`src/rtl/ex_forward_controller.sv`:
```
// Execute-stage forwarding and load-use hazard controller: tracks the EX and MEM
// pipeline slots and registers the operand-mux selects for the instruction entering EX.
module ex_forward_controller #(
  parameter int REG_ADDR_W = 3
) (
  input  logic                  clk,
  input  logic                  rst_n,
  input  logic                  advance,
  input  logic                  flush,
  input  logic                  id_valid,
  input  logic [REG_ADDR_W-1:0] id_src,
  input  logic [REG_ADDR_W-1:0] id_dst,
  input  logic                  id_src_used,
  input  logic                  id_dst_used,
  input  logic                  id_imm_or_reg,
  input  logic                  id_wb_en,
  input  logic                  id_mem_read,
  output logic [1:0]            selectSrc,
  output logic [1:0]            selectDst,
  output logic                  stall,
  output logic                  ex_valid
);

  localparam logic [1:0] SEL_REGFILE = 2'b00;
  localparam logic [1:0] SEL_EX_MEM  = 2'b01;
  localparam logic [1:0] SEL_MEM_WB  = 2'b10;

  typedef struct packed {
    logic                  valid;
    logic [REG_ADDR_W-1:0] dst;
    logic                  wb_en;
    logic                  mem_read;
  } ex_slot_t;

  typedef struct packed {
    logic                  valid;
    logic [REG_ADDR_W-1:0] dst;
    logic                  wb_en;
  } mem_slot_t;

  ex_slot_t  ex_q;
  mem_slot_t mem_q;

  logic       src_need, dst_need;
  logic       ex_alu_result, ex_load_result, mem_result;
  logic       src_ex_hit, dst_ex_hit, src_mem_hit, dst_mem_hit;
  logic       load_use;
  logic [1:0] next_sel_src, next_sel_dst;

  // An immediate operand 2 never reads a register, so it can neither forward nor stall.
  assign src_need = id_valid & id_src_used;
  assign dst_need = id_valid & id_dst_used & id_imm_or_reg;

  assign ex_alu_result  = ex_q.valid & ex_q.wb_en & ~ex_q.mem_read;
  assign ex_load_result = ex_q.valid & ex_q.wb_en &  ex_q.mem_read;
  assign mem_result     = mem_q.valid & mem_q.wb_en;

  assign src_ex_hit  = src_need & (id_src == ex_q.dst);
  assign dst_ex_hit  = dst_need & (id_dst == ex_q.dst);
  assign src_mem_hit = src_need & (id_src == mem_q.dst);
  assign dst_mem_hit = dst_need & (id_dst == mem_q.dst);

  // A load in EX has no value yet; the consumer waits one cycle and then picks it up from MEM.
  assign load_use = ex_load_result & (src_ex_hit | dst_ex_hit);
  assign stall    = load_use & ~flush;

  // The EX match is checked first so the newest producer wins.
  assign next_sel_src = (src_ex_hit  & ex_alu_result) ? SEL_EX_MEM :
                        (src_mem_hit & mem_result)    ? SEL_MEM_WB : SEL_REGFILE;
  assign next_sel_dst = (dst_ex_hit  & ex_alu_result) ? SEL_EX_MEM :
                        (dst_mem_hit & mem_result)    ? SEL_MEM_WB : SEL_REGFILE;

  assign ex_valid = ex_q.valid;

  always_ff @(posedge clk or negedge rst_n) begin
    if (!rst_n) begin
      ex_q      <= '0;
      mem_q     <= '0;
      selectSrc <= SEL_REGFILE;
      selectDst <= SEL_REGFILE;
    end else if (advance) begin
      // NOTE: non-blocking assignments let mem_q take the pre-edge ex_q and the selects see
      // the pre-edge slots, exactly like the pipeline registers they model.
      mem_q <= '{valid: ex_q.valid, dst: ex_q.dst, wb_en: ex_q.wb_en};
      if (flush || stall) begin
        ex_q      <= '0;
        selectSrc <= SEL_REGFILE;
        selectDst <= SEL_REGFILE;
      end else begin
        ex_q      <= '{valid: id_valid, dst: id_dst, wb_en: id_wb_en, mem_read: id_mem_read};
        selectSrc <= next_sel_src;
        selectDst <= next_sel_dst;
      end
    end
  end

endmodule

```
`config.mk`:
```
export PLATFORM = sky130hd
export DESIGN_NAME = ex_forward_controller
export DESIGN_NICKNAME = d
export VERILOG_FILES = /design/src/rtl/ex_forward_controller.sv
export SDC_FILE = /design/constraint.sdc
export NUM_CORES = 1
export LEC_CHECK = 0
export ABC_CLOCK_PERIOD_IN_PS = 1900
export BUFFER_PORTS_ARGS = -buffer_cell sky130_fd_sc_hd__clkbuf_2
export CAP_MARGIN = 20
export CORE_UTILIZATION = 49
export CTS_CLUSTER_SIZE = 10
export DETAILED_ROUTE_END_ITERATION = 10
export PLACE_DENSITY = 0.76
export SYNTH_ARGS = -nofsm -noshare
export SYNTH_HDL_FRONTEND = slang
export SYNTH_SLANG_ARGS = --single-unit
```
`constraint.sdc`:
```
create_clock -name clk -period 1.9 [get_ports clk]
set_input_delay 0.095 -clock clk [delete_from_list [all_inputs] [get_ports clk]]
set_output_delay 0.095 -clock clk [all_outputs]
set_load 0.02 [all_outputs]
```
## After elaboration in Yosys (flattened, before gate mapping)

Cells that the tools add are included.

| operators by class | value |
|---|---|
| equal/unequal tests | 4 |
| reduce and logical (&&, ||, !) cells | 1 |
| $lt $le $gt $ge | 0 |
| mux-type cells | 7 |
| shifts and indexed selects | 0 |
| bitwise operators | 20 |
| $add $sub $neg | 0 |
| multipliers | 0 |
| div/mod/pow operators | 0 |

Operator list:

| operator | number |
|---|---|
| bitwise AND 1 bit | 17 |
| equality test 3 bit | 4 |
| two-way mux 2 bit | 6 |
| two-way mux 6 bit | 1 |
| inverter 1 bit | 2 |
| logical OR 1 bit | 1 |
| OR 1 bit | 1 |

| word-level totals | value |
|---|---|
| latch bits | 0 |
| memory bits (read-only) | 0 |
| memories kept | 0 |
| logic and storage cells | 41 |
| bits of input ports | 16 |
| register bits | 15 |
| output and inout port bits | 6 |
| memory bits (writable) | 0 |

## Longest topological paths before layout

| depth | value |
|---|---|
| word-level depth | 8 |
| depth in mapped cells | 6 |
| mapped depth without buffers | 4 |

## Least setup slack after synthesis

OpenSTA, ideal clock, no wires.

| timing | value |
|---|---|
| path kind | register to output |
| from | register ex_q[4] (netlist name) |
| to | output port stall |
| path slack | 325 ps |
| path buffers | 1 |
| data required time | 1,805 ps |
| stages on the path, launching flop included | 6 |
| arrival time | 1,480 ps |
| cells stage by stage | dfrtp_1 xor2_1 nor4_2 o2111a_1 buf_6 and2b_1 |

| on the way | value |
|---|---|
| longest elaborated chain between the ends | 5 |
| elaborated cells between the ends (all ways) | 7 |
| classes of those cells | 2 x eq/ne; 5 x bitwise |

RTL lines:

| element | line | text |
|---|---|---|
| from (decl) | 41 | `ex_slot_t ex_q;` |
| from (signal assigned) | 90 | `ex_q <= '{valid: id_valid, dst: id_dst, wb_en: id_wb_en, mem_read: id_mem_read};` |
| equality test 3 bit, on equally long branches | 58, 59 |  |
| bitwise AND 1 bit, on equally long branches | 58, 59 |  |
| OR 1 bit (*) | 64 | `assign load_use = ex_load_result & (src_ex_hit \| dst_ex_hit);` |
| bitwise AND 1 bit (*) | 64 |  |
| bitwise AND 1 bit (*) | 65 | `assign stall = load_use & ~flush;` |
| to (decl) | 20 | `output logic stall,` |

Mark *: on every way between the ends. The rest lies on a longest branch, timed or not.

## Worst setup path after layout

| timing | value |
|---|---|
| from | register ex_q[2] (netlist name) |
| to | output port stall |

The elaborated chain is that of the path after synthesis.

==> impl_metrics.ini <==
[logic_synthesis]
yosys_most_used_dff = dfrtp_1
synth-simple-area-share = 0.132
synth_most_common_cell = dfrtp_1
synth_xor_area_frac = 0.132
syn_inst = 77
synth_top_cells_by_area = dfrtp_1, xor2_1, mux2_2, o22ai_1, inv_1
synth_top_family_by_area = simple AND/OR/NAND/NOR gates
yosys_warnings = 0
synth_edf_count = 0
synth_area_leader_cell = dfrtp_1
synth.distinct_cells = 18
synth_area_um2 = 793
synthDominantCellAreaShare = 0.473
synth-compound-area-share = 0.112
synthAdderAreaFrac = 0
synthMuxAreaShare = 0.0710
seq_area_frac_synth = 0.473
async_flop_share = 1.00
syn_area_per_cell_um2 = 10.3
synth.top_cells.by_count = dfrtp_1, xor2_1, inv_1
syn_nets = 93
ys_seq_elements = 15

[timing]
hold_viol_final = 0
timing.slew.headroom = 0.713
layout_min_cycle_time_ns = 1.85
timing.fmax_mhz = 540
worst_pin_slew_ns = 0.428
grt_setup_unrepaired = yes
maxSlewViolCount = 0
hold_slack_ns = 0.0235
clock-skew-final_ns = 0.000802
setup_viol = 0
fin_crit_sh = 0.975
setup_tns_ns = 0
worst_slack_ns = 0.0466

[clock_network]
clockBufferDepth = 2
clk_pin_slew_ns = 0.08
cts.sinks = 15
numCtsBuffers = 3
clk_latency_ns = 0.28
ctsRootBufferMaster = clkbuf_4
cts_tree = yes
htree_levels = 1

[floorplan]
io_pins = 22
die_y_um = 42.2
rows = 14
core-area_mm2 = 0.00151
dieWidth_um = 42.2
die-area_mm2 = 0.00178
initial_core_util = 0.527

[placement]
dp.cells = 113
routabilityCongestion = 0.761
numPortBuffers = 21
post-place-ws_ns = 0.293
place_area_um2 = 916
place_hpwl_um = 1230

[finish]
area_growth_pct = 23.8
instances_no_fill = 120
final_nets = 121
insertedDiodeCount = 0
fin_util = 0.652
fin_area_um2 = 982
layout-drive-gt1-share = 0.365

[drt]
wl_um = 1630
num_vias = 652
ant_nets = 0
routed_via_density = 5.43
drt_first_pass_iters = 4
post_drt_wl_per_cell_um = 13.6
drc = 0
drt_iter0_markers = 10

[critical_path]
worstSetupPathType = reg2out
r2r-start = ex_q[2]$_DFFE_PN0P_
r2r_slack_ns = 0.35
required_ns = 1.80
path_max_fanout = 4
end_kind = output port
r2r_cells = 5
startpoint_type = flip-flop
cp.arrival_ns = 1.76
reg2reg_to = selectDst[1]$_DFFE_PN0P_

[power_and_ir_drop]
p_total_mw = 0.652
peakVddDrop_mv = 0.526
p_per_area_mw_per_mm2 = 664
p_leak_nw = 0.490

[job]
maxCapViolations = 0

[worst_hold_path]
hp-class = in2reg
min_path_cells = 3
hp-start = id_wb_en
holdPathEnd = ex_q[1]$_DFFE_PN0P_

[global_routing]
antenna_found_initial = 0
grt_usage = 0.206
grt_pass1_wl_um = 2750
grt_start_max_net_pins = 17
grt_pass1_vias = 630
grt-ovfl-total = 0

[status]
status = finished, final reports clean
state kept, by name, indices dropped and copies added, names as in the netlist:
name	count
mem_q	5
ex_q	5
selectDst	2
selectSrc	2
ex_valid	1
metal layers:
layer  global-route usage  vias up  share of wire
li1                     -      320              -
met1                0.269      309           0.46
met2                0.329       19           0.48
met3               0.0388        4          0.033
met4               0.0938        0          0.025
met5                    0        -              0
cells by family (layout without fill, tap and decap cells):
kind of cell           Yosys count  after routing
AND/OR/NAND/NOR                 18             18
flip-flops                      15             15
buffers and inverters           14             41
AO/OA/AOI/OAI                   13             13
XOR/XNOR                        12             12
multiplexers                     5              5
placed cells by master (no fill, tap or decap), drive strengths merged:
cell type | netlist | layout
inv | 10 | 10
xor2 | 12 | 12
dlygate4sd3 | 0 | 1
mux2 | 5 | 5
nor3 | 1 | 1
o2111a | 1 | 1
clkbuf | 1 | 24
buf | 3 | 6
nand2 | 7 | 7
dfrtp | 15 | 15
o21ai | 2 | 2
nor4 | 2 | 2
nor2b | 1 | 1
nand3 | 4 | 4
and2b | 1 | 1
or4 | 2 | 2
a211o | 2 | 2
o22ai | 8 | 8
report_power, final:
group          switching, mW  internal (mW)
clock                 0.0982         0.0816
sequential            0.0234          0.342
combinational         0.0558         0.0516
total                  0.177          0.475
what timing repair did:
item                                   in CTS  in global routing
pin swaps                                   2                  3
buffers inserted                            2                  0
endpoints found under the hold margin      15                  0
hold buffers                                1                  0
setup endpoints to repair                   1                  1
resized for setup                           0                  5
cell type report:
cell class              instances  area (um^2)
repair buffers                 27          159
fillers                       130          524
well taps                      16         20.0
multi-input cells              48          363
clock buffers                   4         26.3
flip-flops and latches         15          377
inverters                      10         37.5
worst max-delay path: stages, from the launching register on:
cell and delay (ns):
dfrtp_2 0.45, xor2_2 0.16, nor4_2 0.33, o2111a_1 0.26, and2b_1 0.15, buf_6 0.11
how the worst max path moves through the flow:
stage                     cells after the start                 from  slack (ns)     to
after global routing                          5  ex_q[2]$_DFFE_PN0P_       -0.04  stall
after floorplan                               5  ex_q[4]$_DFFE_PN0P_        0.33  stall
after global placement                        5  ex_q[4]$_DFFE_PN0P_        0.29  stall
final                                         5  ex_q[2]$_DFFE_PN0P_        0.05  stall
after detailed placement                      5  ex_q[3]$_DFFE_PN0P_        0.29  stall
after CTS                                     5  ex_q[2]$_DFFE_PN0P_        0.02  stall
No activity file was read; power rests on OpenSTA's default activity.
